<file path="config.mk">
export PLATFORM = sky130hd
export DESIGN_NAME = jk_bank_arbiter
export DESIGN_NICKNAME = d
export VERILOG_FILES = /design/src/rtl/jk_bank_arbiter.sv
export SDC_FILE = /design/constraint.sdc
export NUM_CORES = 1
export LEC_CHECK = 0
export BUFFER_PORTS_ARGS = -buffer_cell sky130_fd_sc_hd__buf_2
export CAP_MARGIN = 20
export CORE_UTILIZATION = 48
export CTS_CLUSTER_SIZE = 24
export DETAILED_ROUTE_END_ITERATION = 10
export PLACE_DENSITY = 0.75
export SKIP_LAST_GASP = 1
export SLEW_MARGIN = 15
export SYNTH_ARGS = -nofsm -noshare
export SYNTH_HDL_FRONTEND = slang
export SYNTH_SLANG_ARGS = --single-unit
</file>
<file path="constraint.sdc">
create_clock -name clk -period 1.77 [get_ports clk]
set_clock_uncertainty 0.2 [all_clocks]
set_input_delay 0.177 -clock clk [delete_from_list [all_inputs] [get_ports clk]]
set_output_delay 0.177 -clock clk [all_outputs]
set_load 0.02 [all_outputs]
</file>
<file path="src/rtl/jk_bank_arbiter.sv">
// jk_bank_arbiter
// Two requesters share one bank of JK flag bits. A round-robin arbiter picks
// one command at a time. The command is applied in a single APPLY cycle, and
// the ack follows in the next cycle.
//
// state  | meaning
// -------+------------------------------------------------------------------
// IDLE   | sample a_valid/b_valid, grant one of them, latch its command
// APPLY  | update the latched bit, issue the ack, move the priority pointer
module jk_bank_arbiter #(
   parameter int N     = 8,
   parameter int IDX_W = 3,
   parameter int CNT_W = 8
) (
   input  logic             clk,
   input  logic             rst_n,
   input  logic             a_valid,
   input  logic [IDX_W-1:0] a_idx,
   input  logic [1:0]       a_op,
   output logic             a_ack,
   input  logic             b_valid,
   input  logic [IDX_W-1:0] b_idx,
   input  logic [1:0]       b_op,
   output logic             b_ack,
   output logic [N-1:0]     q,
   output logic [N-1:0]     qb,
   output logic             busy,
   output logic             idx_err,
   output logic [CNT_W-1:0] cmd_count
);

   typedef enum logic {S_IDLE = 1'b0, S_APPLY = 1'b1} state_t;

   localparam logic [31:0] N_U = 32'(N);

   state_t           state;
   state_t           state_nx;
   logic             ptr;        // 0: A has priority on contention, 1: B
   logic             grant_a;
   logic             grant_b;
   logic [IDX_W-1:0] lat_idx;
   logic [1:0]       lat_op;
   logic             lat_id;     // 0: command came from A, 1: from B
   logic             in_range;
   logic [N-1:0]     sel;
   logic [N-1:0]     q_nx;

   // An out-of-range index shifts the single set bit off the top of sel, so
   // the bank update needs no separate range gating.
   assign sel      = N'(1) << lat_idx;
   assign in_range = (32'(lat_idx) < N_U);

   // State register
   always_ff @(posedge clk or negedge rst_n) begin
      if (!rst_n) state <= S_IDLE;
      else        state <= state_nx;
   end

   // Next-state logic: APPLY always lasts exactly one cycle
   always_comb begin
      state_nx = state;
      case (state)
         S_IDLE:  if (a_valid || b_valid) state_nx = S_APPLY;
         S_APPLY: state_nx = S_IDLE;
         default: state_nx = S_IDLE;
      endcase
   end

   // FSM outputs: busy flag and round-robin grant decision, evaluated only in IDLE
   always_comb begin
      busy    = (state == S_APPLY);
      grant_a = 1'b0;
      grant_b = 1'b0;
      if (state == S_IDLE) begin
         if (a_valid && (!b_valid || !ptr)) grant_a = 1'b1;
         else if (b_valid)                  grant_b = 1'b1;
      end
   end

   // Next bank value for the latched JK op; unchanged outside APPLY
   always_comb begin
      q_nx = q;
      if (state == S_APPLY) begin
         case (lat_op)
            2'b01:   q_nx = q & ~sel;
            2'b10:   q_nx = q | sel;
            2'b11:   q_nx = q ^ sel;
            default: q_nx = q;
         endcase
      end
   end

   // Command latch, bank/complement registers, acks, error flag, counter, pointer
   always_ff @(posedge clk or negedge rst_n) begin
      if (!rst_n) begin
         lat_idx   <= '0;
         lat_op    <= 2'b00;
         lat_id    <= 1'b0;
         ptr       <= 1'b0;
         q         <= '0;
         qb        <= '1;
         a_ack     <= 1'b0;
         b_ack     <= 1'b0;
         idx_err   <= 1'b0;
         cmd_count <= '0;
      end else begin
         q       <= q_nx;
         qb      <= ~q_nx;
         a_ack   <= 1'b0;
         b_ack   <= 1'b0;
         idx_err <= 1'b0;
         if (grant_a || grant_b) begin
            lat_idx <= grant_a ? a_idx : b_idx;
            lat_op  <= grant_a ? a_op  : b_op;
            lat_id  <= grant_b;
         end
         if (state == S_APPLY) begin
            a_ack     <= ~lat_id;
            b_ack     <= lat_id;
            idx_err   <= ~in_range;
            cmd_count <= cmd_count + CNT_W'(1);
            ptr       <= ~lat_id;
         end
      end
   end

endmodule

</file>
==> impl_metrics.py, run 1 <==
metrics = {
    "synth": {
        "synth_top_area_share": 0.342,
        "avgSynthCellArea_um2": 10.9,
        "synth_seq_cells": 34,
        "yosysWarnings": 0,
        "yosys_most_used_dff": "dfrtp_1",
        "synth_area_leaders": "dfrtp_1, ha_1, dfstp_2",
        "ys_seq_area_frac": 0.453,
        "synthesis.nets": 206,
        "synthesis.instances": 175,
        "netlist_area_um2": 1900,
        "synth-async-reset-ratio": 1.00,
        "yosysTopAreaCell": "dfrtp_1",
        "yosysUniqueCellTypes": 34,
        "synth_edf_count": 0,
    },
    "detailed_routing": {
        "drt-pass1-iter-count": 4,
        "wl_per_cell_um": 14.1,
        "drt_iter0_markers": 47,
        "vias_per_cell": 5.31,
        "drt_wl_total_mm": 3.97,
        "num_vias": 1497,
        "drc_errors": 0,
        "ant_nets": 0,
    },
    "layout": {
        "diodes": 0,
        "final_util": 0.679,
        "mostFrequentLayoutCells": "buf_2, dfrtp_1, inv_1",
        "drive_gt1_frac": 0.385,
        "multi_input_area_um2": 990,
        "final_nets": 264,
        "area_delta_synth_final_pct": 32.9,
        "mostFrequentLayoutCell": "buf_2",
        "num-fill-cells": 294,
        "register_area_um2": 865,
    },
    "worst_setup_path": {
        "worstPathMaxFanout": 5,
        "worst_path_max_delay_cell": "dfrtp_2",
        "startpoint_type": "register",
        "slowest_delay_ns": 0.44,
        "r2r_slack_ns": -0.14,
        "cp-end-kind": "register",
        "path_class": "register to register",
        "r2r-start": "lat_idx[2]",
        "crit_chain": "or3b_4 -> ha_4 -> mux2i_1 -> nand2_1 -> a32o_1",
        "arrival_ns": 1.89,
        "worst_ep_required_time_ns": 1.75,
        "r2r_cells": 5,
    },
    "outcome": {
        "status": "complete, but fails checks",
        "failed_checks": "setup timing",
    },
    "timing": {
        "timing.fmax_mhz": 524,
        "setup_tns_ns": -0.913,
        "period_share": 1.08,
        "rsz0062_at_grt": "yes",
        "period_needed_ns": 1.91,
        "setup_slack_ns": -0.138,
        "whs_ns": 0.0310,
        "slew_viol_final": 0,
        "hold_violations": 0,
        "setup_viol_count_final": 14,
    },
    "floorplan": {
        "core_um2": 3720,
        "placementRows": 22,
        "initial_core_util": 0.511,
        "die_w_um": 64.9,
        "top_level_ports": 42,
        "dieHeight_um": 64.9,
        "dieArea_um2": 4220,
    },
    "power": {
        "ir_drop_mv": 0.755,
        "leakage_nw": 1.22,
        "power.density_nw_per_um2": 1660,
    },
    "cts": {
        "root_buffer": "clkbuf_8",
        "htreeDepth": 2,
        "clk_latency_ns": 0.29,
        "cts_tree": "yes",
        "clock_sinks": 34,
        "cts_buffer_depth": 2,
        "cts_buffers": 5,
        "cts.clk_slew.worst_paths_ns": 0.07,
    },
    "grt": {
        "grt_pass1_wl_mm": 6.51,
        "grt_max_degree": 19,
        "gr-usage-all-layers": 0.207,
        "grt_pass1_vias": 1443,
        "grt_overflow": 0,
        "grt_antenna_before_repair": 0,
    },
    "placement": {
        "portBuffers": 40,
        "dp_hpwl_mm": 2.61,
        "globalplace.congestion": 0.777,
    },
    "hold_path": {
        "timing.hold.worst.start": "a_idx[2]",
        "holdPathEnd": "lat_idx[2]",
        "hp-class": "input port to register",
        "whs_path_depth": 3,
    },
    "job": {
        "drv_cap": 0,
    },
}
==> worst max-delay path, delay by kind of cell (launching register included) <==
| family | cells | cell delay, ns |
|---|---|---|
| AOI/OAI and AO/OA | 1 | 0.25 |
| and+or+nand+nor | 2 | 0.53 |
| muxes | 1 | 0.16 |
| DFF | 1 | 0.44 |
| adders and majority gates | 1 | 0.22 |
==> area by class of cell <==
type                       count  share of cell area
multi-input combinational    113               0.392
sequential                    34               0.342
timing repair buffer          63               0.162
clock buffer                   6              0.0327
clock inverter                 2              0.0238
inverter                      16              0.0238
tap                           48              0.0238
==> stage by stage <==
stage	cell area, µm²	cells	power (mW)	setup slack, ns
after floorplan	1950	175	2.64	-0.0682
after global placement	2240	264	3.11	-0.0848
after detailed placement	2240	264	3.19	-0.139
after CTS	2490	282	4.16	-0.131
after global routing	2520	282	4.52	-0.209
final	2520	282	4.19	-0.138
==> power by group <==
group | switching, mW | leakage (nW) | total, mW | internal (mW)
registers | 0.273 | 0.396 | 1.42 | 1.14
clock network | 0.286 | 0.0714 | 0.887 | 0.601
logic | 1.06 | 0.756 | 1.89 | 0.828
total | 1.62 | 1.22 | 4.19 | 2.57
==> cells in the mapped netlist (all sizes together) (2+ instances only) <==
master / instances
a21o: 8
a31oi: 5
a32o: 8
a32oi: 8
and2: 2
buf: 12
dfrtp: 26
dfstp: 8
ha: 17
inv: 16
mux2i: 8
nand2: 11
nand3b: 3
nand4: 3
nor2: 8
nor2b: 2
o21ai: 6
or3b: 8
xnor2: 4
xor2: 3
==> metal layers <==
metal | global-route usage | share of wire | vias up | wire, µm
li1 | - | - | 732 | -
met1 | 0.247 | 0.45 | 721 | 1790
met2 | 0.344 | 0.49 | 34 | 1940
met3 | 0.0563 | 0.038 | 10 | 151
met4 | 0.0944 | 0.023 | 0 | 90
met5 | 0 | 0 | - | 0
==> kinds of logic (layout without fill, tap and decap cells) <==
kind of cell,Yosys count,count (layout),synth area share
xor gates and xnor gates,7,7,0.0323
and+or+nand+nor,42,42,0.126
other,1,1,0.00197
DFF,34,34,0.453
muxes,9,9,0.0481
AOI/OAI and AO/OA,37,37,0.155
buffers and inverters,28,87,0.0724
adders and majority gates,17,17,0.112
==> how the worst max path moves through the flow <==
stage	startpoint	to	slack, ns	cells after the start
finish	lat_idx[2]	register	-0.14	5
global route	lat_idx[2]	register	-0.21	5
CTS	lat_idx[0]	register	-0.13	5
detailed placement	lat_idx[0]	register	-0.14	5
global placement	lat_idx[0]	register	-0.08	5
floorplan	lat_idx[0]	register	-0.07	5
==> what timing repair did <==
item | CTS | global route
hold buffers | 6 | 0
pin swaps | 13 | 13
setup endpoints to repair | 11 | 16
setup buffers | 4 | 0
gates resized for setup | 5 | 5
hold endpoints to repair | 39 | 0
Power figures use the tool's default switching activity.
==> run 2, diff against run 1 <==
HOLD_SLACK_MARGIN = 0.03   (was default)
PLACE_DENSITY = default   (was 0.75)
PLACE_DENSITY_LB_ADDON = 0.3   (was default)
==> run 2 against run 1 <==
The flow still finishes with violations (setup timing). Die area is the same. Non-clock buffer count down 7. Largest power group unchanged. Clock power fell by 34%. Largest cell class unchanged. Power decreased by 8.8%. First-iteration DRC count increased by 40%. Sequential power about the same. Routed wire length shrank 5.7%. Clock-buffer cell count rose by 1. Critical path depth stayed put. Register-to-register slack improved by 0.03 ns. Final area is 5.0% lower.
==> impl_metrics.py, run 2 (synthesis results as in run 1) <==
metrics = {
    "outcome": {
        "status": "complete, but fails checks",
        "failed_checks": "setup timing",
    },
    "floorplan": {
        "initial_core_util": 0.511,
        "placementRows": 22,
        "top_level_ports": 42,
        "dieHeight_um": 64.9,
        "core_um2": 3720,
        "die_w_um": 64.9,
        "dieArea_um2": 4220,
    },
    "cts": {
        "cts_buffer_depth": 2,
        "cts.clk_slew.worst_paths_ns": 0.07,
        "clock_sinks": 34,
        "cts_buffers": 5,
        "htreeDepth": 2,
        "root_buffer": "clkbuf_8",
        "cts_tree": "yes",
        "clk_latency_ns": 0.28,
    },
    "timing": {
        "slew_viol_final": 0,
        "setup_viol_count_final": 13,
        "period_share": 1.06,
        "timing.fmax_mhz": 531,
        "period_needed_ns": 1.88,
        "rsz0062_at_grt": "yes",
        "hold_violations": 0,
        "slew_headroom": 0.508,
        "worst_pin_slew_ns": 0.738,
        "setup_slack_ns": -0.112,
    },
    "worst_setup_path": {
        "worstPathMaxFanout": 6,
        "path_class": "register to register",
        "cp-end-kind": "register",
        "startpoint": "lat_idx[2]",
        "r2r-start": "lat_idx[2]",
        "r2r_slack_ns": -0.11,
        "worst_ep_required_time_ns": 1.74,
        "arrival_ns": 1.85,
        "r2r_cells": 5,
        "startpoint_type": "register",
    },
    "placement": {
        "dp_slack_ns": -0.141,
        "portBuffers": 40,
        "placed_area_um2": 2190,
        "globalplace.congestion": 0.717,
        "place_inst": 259,
        "dp_hpwl_mm": 2.56,
    },
    "detailed_routing": {
        "vias_per_cell": 5.44,
        "drc_errors": 0,
        "drt_wl_total_mm": 3.75,
        "wl_per_cell_um": 13.6,
        "ant_nets": 0,
        "num_vias": 1496,
        "drt_iter0_markers": 66,
        "drt-pass1-iter-count": 4,
    },
    "layout": {
        "final_nets": 257,
        "drive_gt1_frac": 0.361,
        "mostFrequentLayoutCell": "buf_2",
        "finalNonFillerCells": 275,
        "area_delta_synth_final_pct": 26.2,
        "mostFrequentLayoutCells": "buf_2, dfrtp_1, inv_1",
        "design_area_um2": 2400,
        "diodes": 0,
    },
    "power": {
        "power.density_nw_per_um2": 1590,
        "power_mw": 3.82,
        "ir_drop_mv": 0.629,
        "leakage_nw": 1.16,
    },
    "grt": {
        "grt_antenna_before_repair": 0,
        "grt_overflow": 0,
        "grt_pass1_vias": 1499,
        "grt_pass1_wl_mm": 6.60,
        "grt_max_degree": 35,
        "gr-usage-all-layers": 0.208,
    },
    "hold_path": {
        "hp-class": "input port to register",
    },
    "job": {
        "drv_cap": 0,
    },
}
run 2: where the power goes:
part	total, mW	leakage [nW]	switching [mW]	internal, mW
sequential	1.41	0.396	0.266	1.14
combinational	1.83	0.717	1.05	0.782
clock	0.585	0.0482	0.271	0.314
run 2: repair_timing:
item,CTS,global route
resized for setup,5,4
buffers inserted,1,1
cloned,0,0
endpoints found under the hold margin,31,0
endpoints found under the setup margin,13,16
pin swaps,8,6
hold buffers,6,0
run 2: worst max-delay path, stage by stage, from the launching register on:
cell,delay [ns]
dfrtp_2,0.44
or3b_4,0.42
ha_4,0.22
mux2i_1,0.14
nand2_1,0.09
a32o_1,0.26
run 2: worst min path at each step:
| stage | from | end | slack, ns | cells past startpoint |
|---|---|---|---|---|
| after CTS | a_idx[1] | lat_idx[1] | 0.05 | 3 |
| after detailed placement | rst_n | cmd_count[7] | 0.1 | 1 |
| final | a_idx[1] | lat_idx[1] | 0.05 | 3 |
| after global routing | a_idx[0] | lat_idx[0] | 0.04 | 3 |
| after global placement | rst_n | cmd_count[7] | 0.07 | 1 |
| after floorplan | rst_n | asynchronous set/reset pin | -0.32 | 0 |
run 2: area by class of cell:
type                            count  area [µm²]
Tap cell                           48        60.1
Timing Repair Buffer               56         343
Fill cell                         309        1320
Clock buffer                        7        86.3
Inverter                           16        60.1
Sequential cell                    34         865
Clock inverter                      1        5.00
Multi-Input combinational cell    113         980
run 2: per-stage QoR:
stage	setup TNS [ns]	util	hold WS [ns]
4_1_cts	-0.836	0.640	0.0462
3_5_place_dp	-0.802	0.589	0.0971
3_3_place_gp	-0.262	0.589	0.0686
5_1_grt	-2.07	0.645	0.0427
6_report	-0.851	0.645	0.0477
2_1_floorplan	-0.144	-	-0.319
run 2: layer usage:
metal | wire length, µm | global-route usage | vias up
met3 | 170 | 0.0563 | 7
li1 | - | - | 723
met5 | 0 | 0 | -
met2 | 1850 | 0.365 | 46
met4 | 65 | 0.0889 | 0
met1 | 1660 | 0.234 | 720
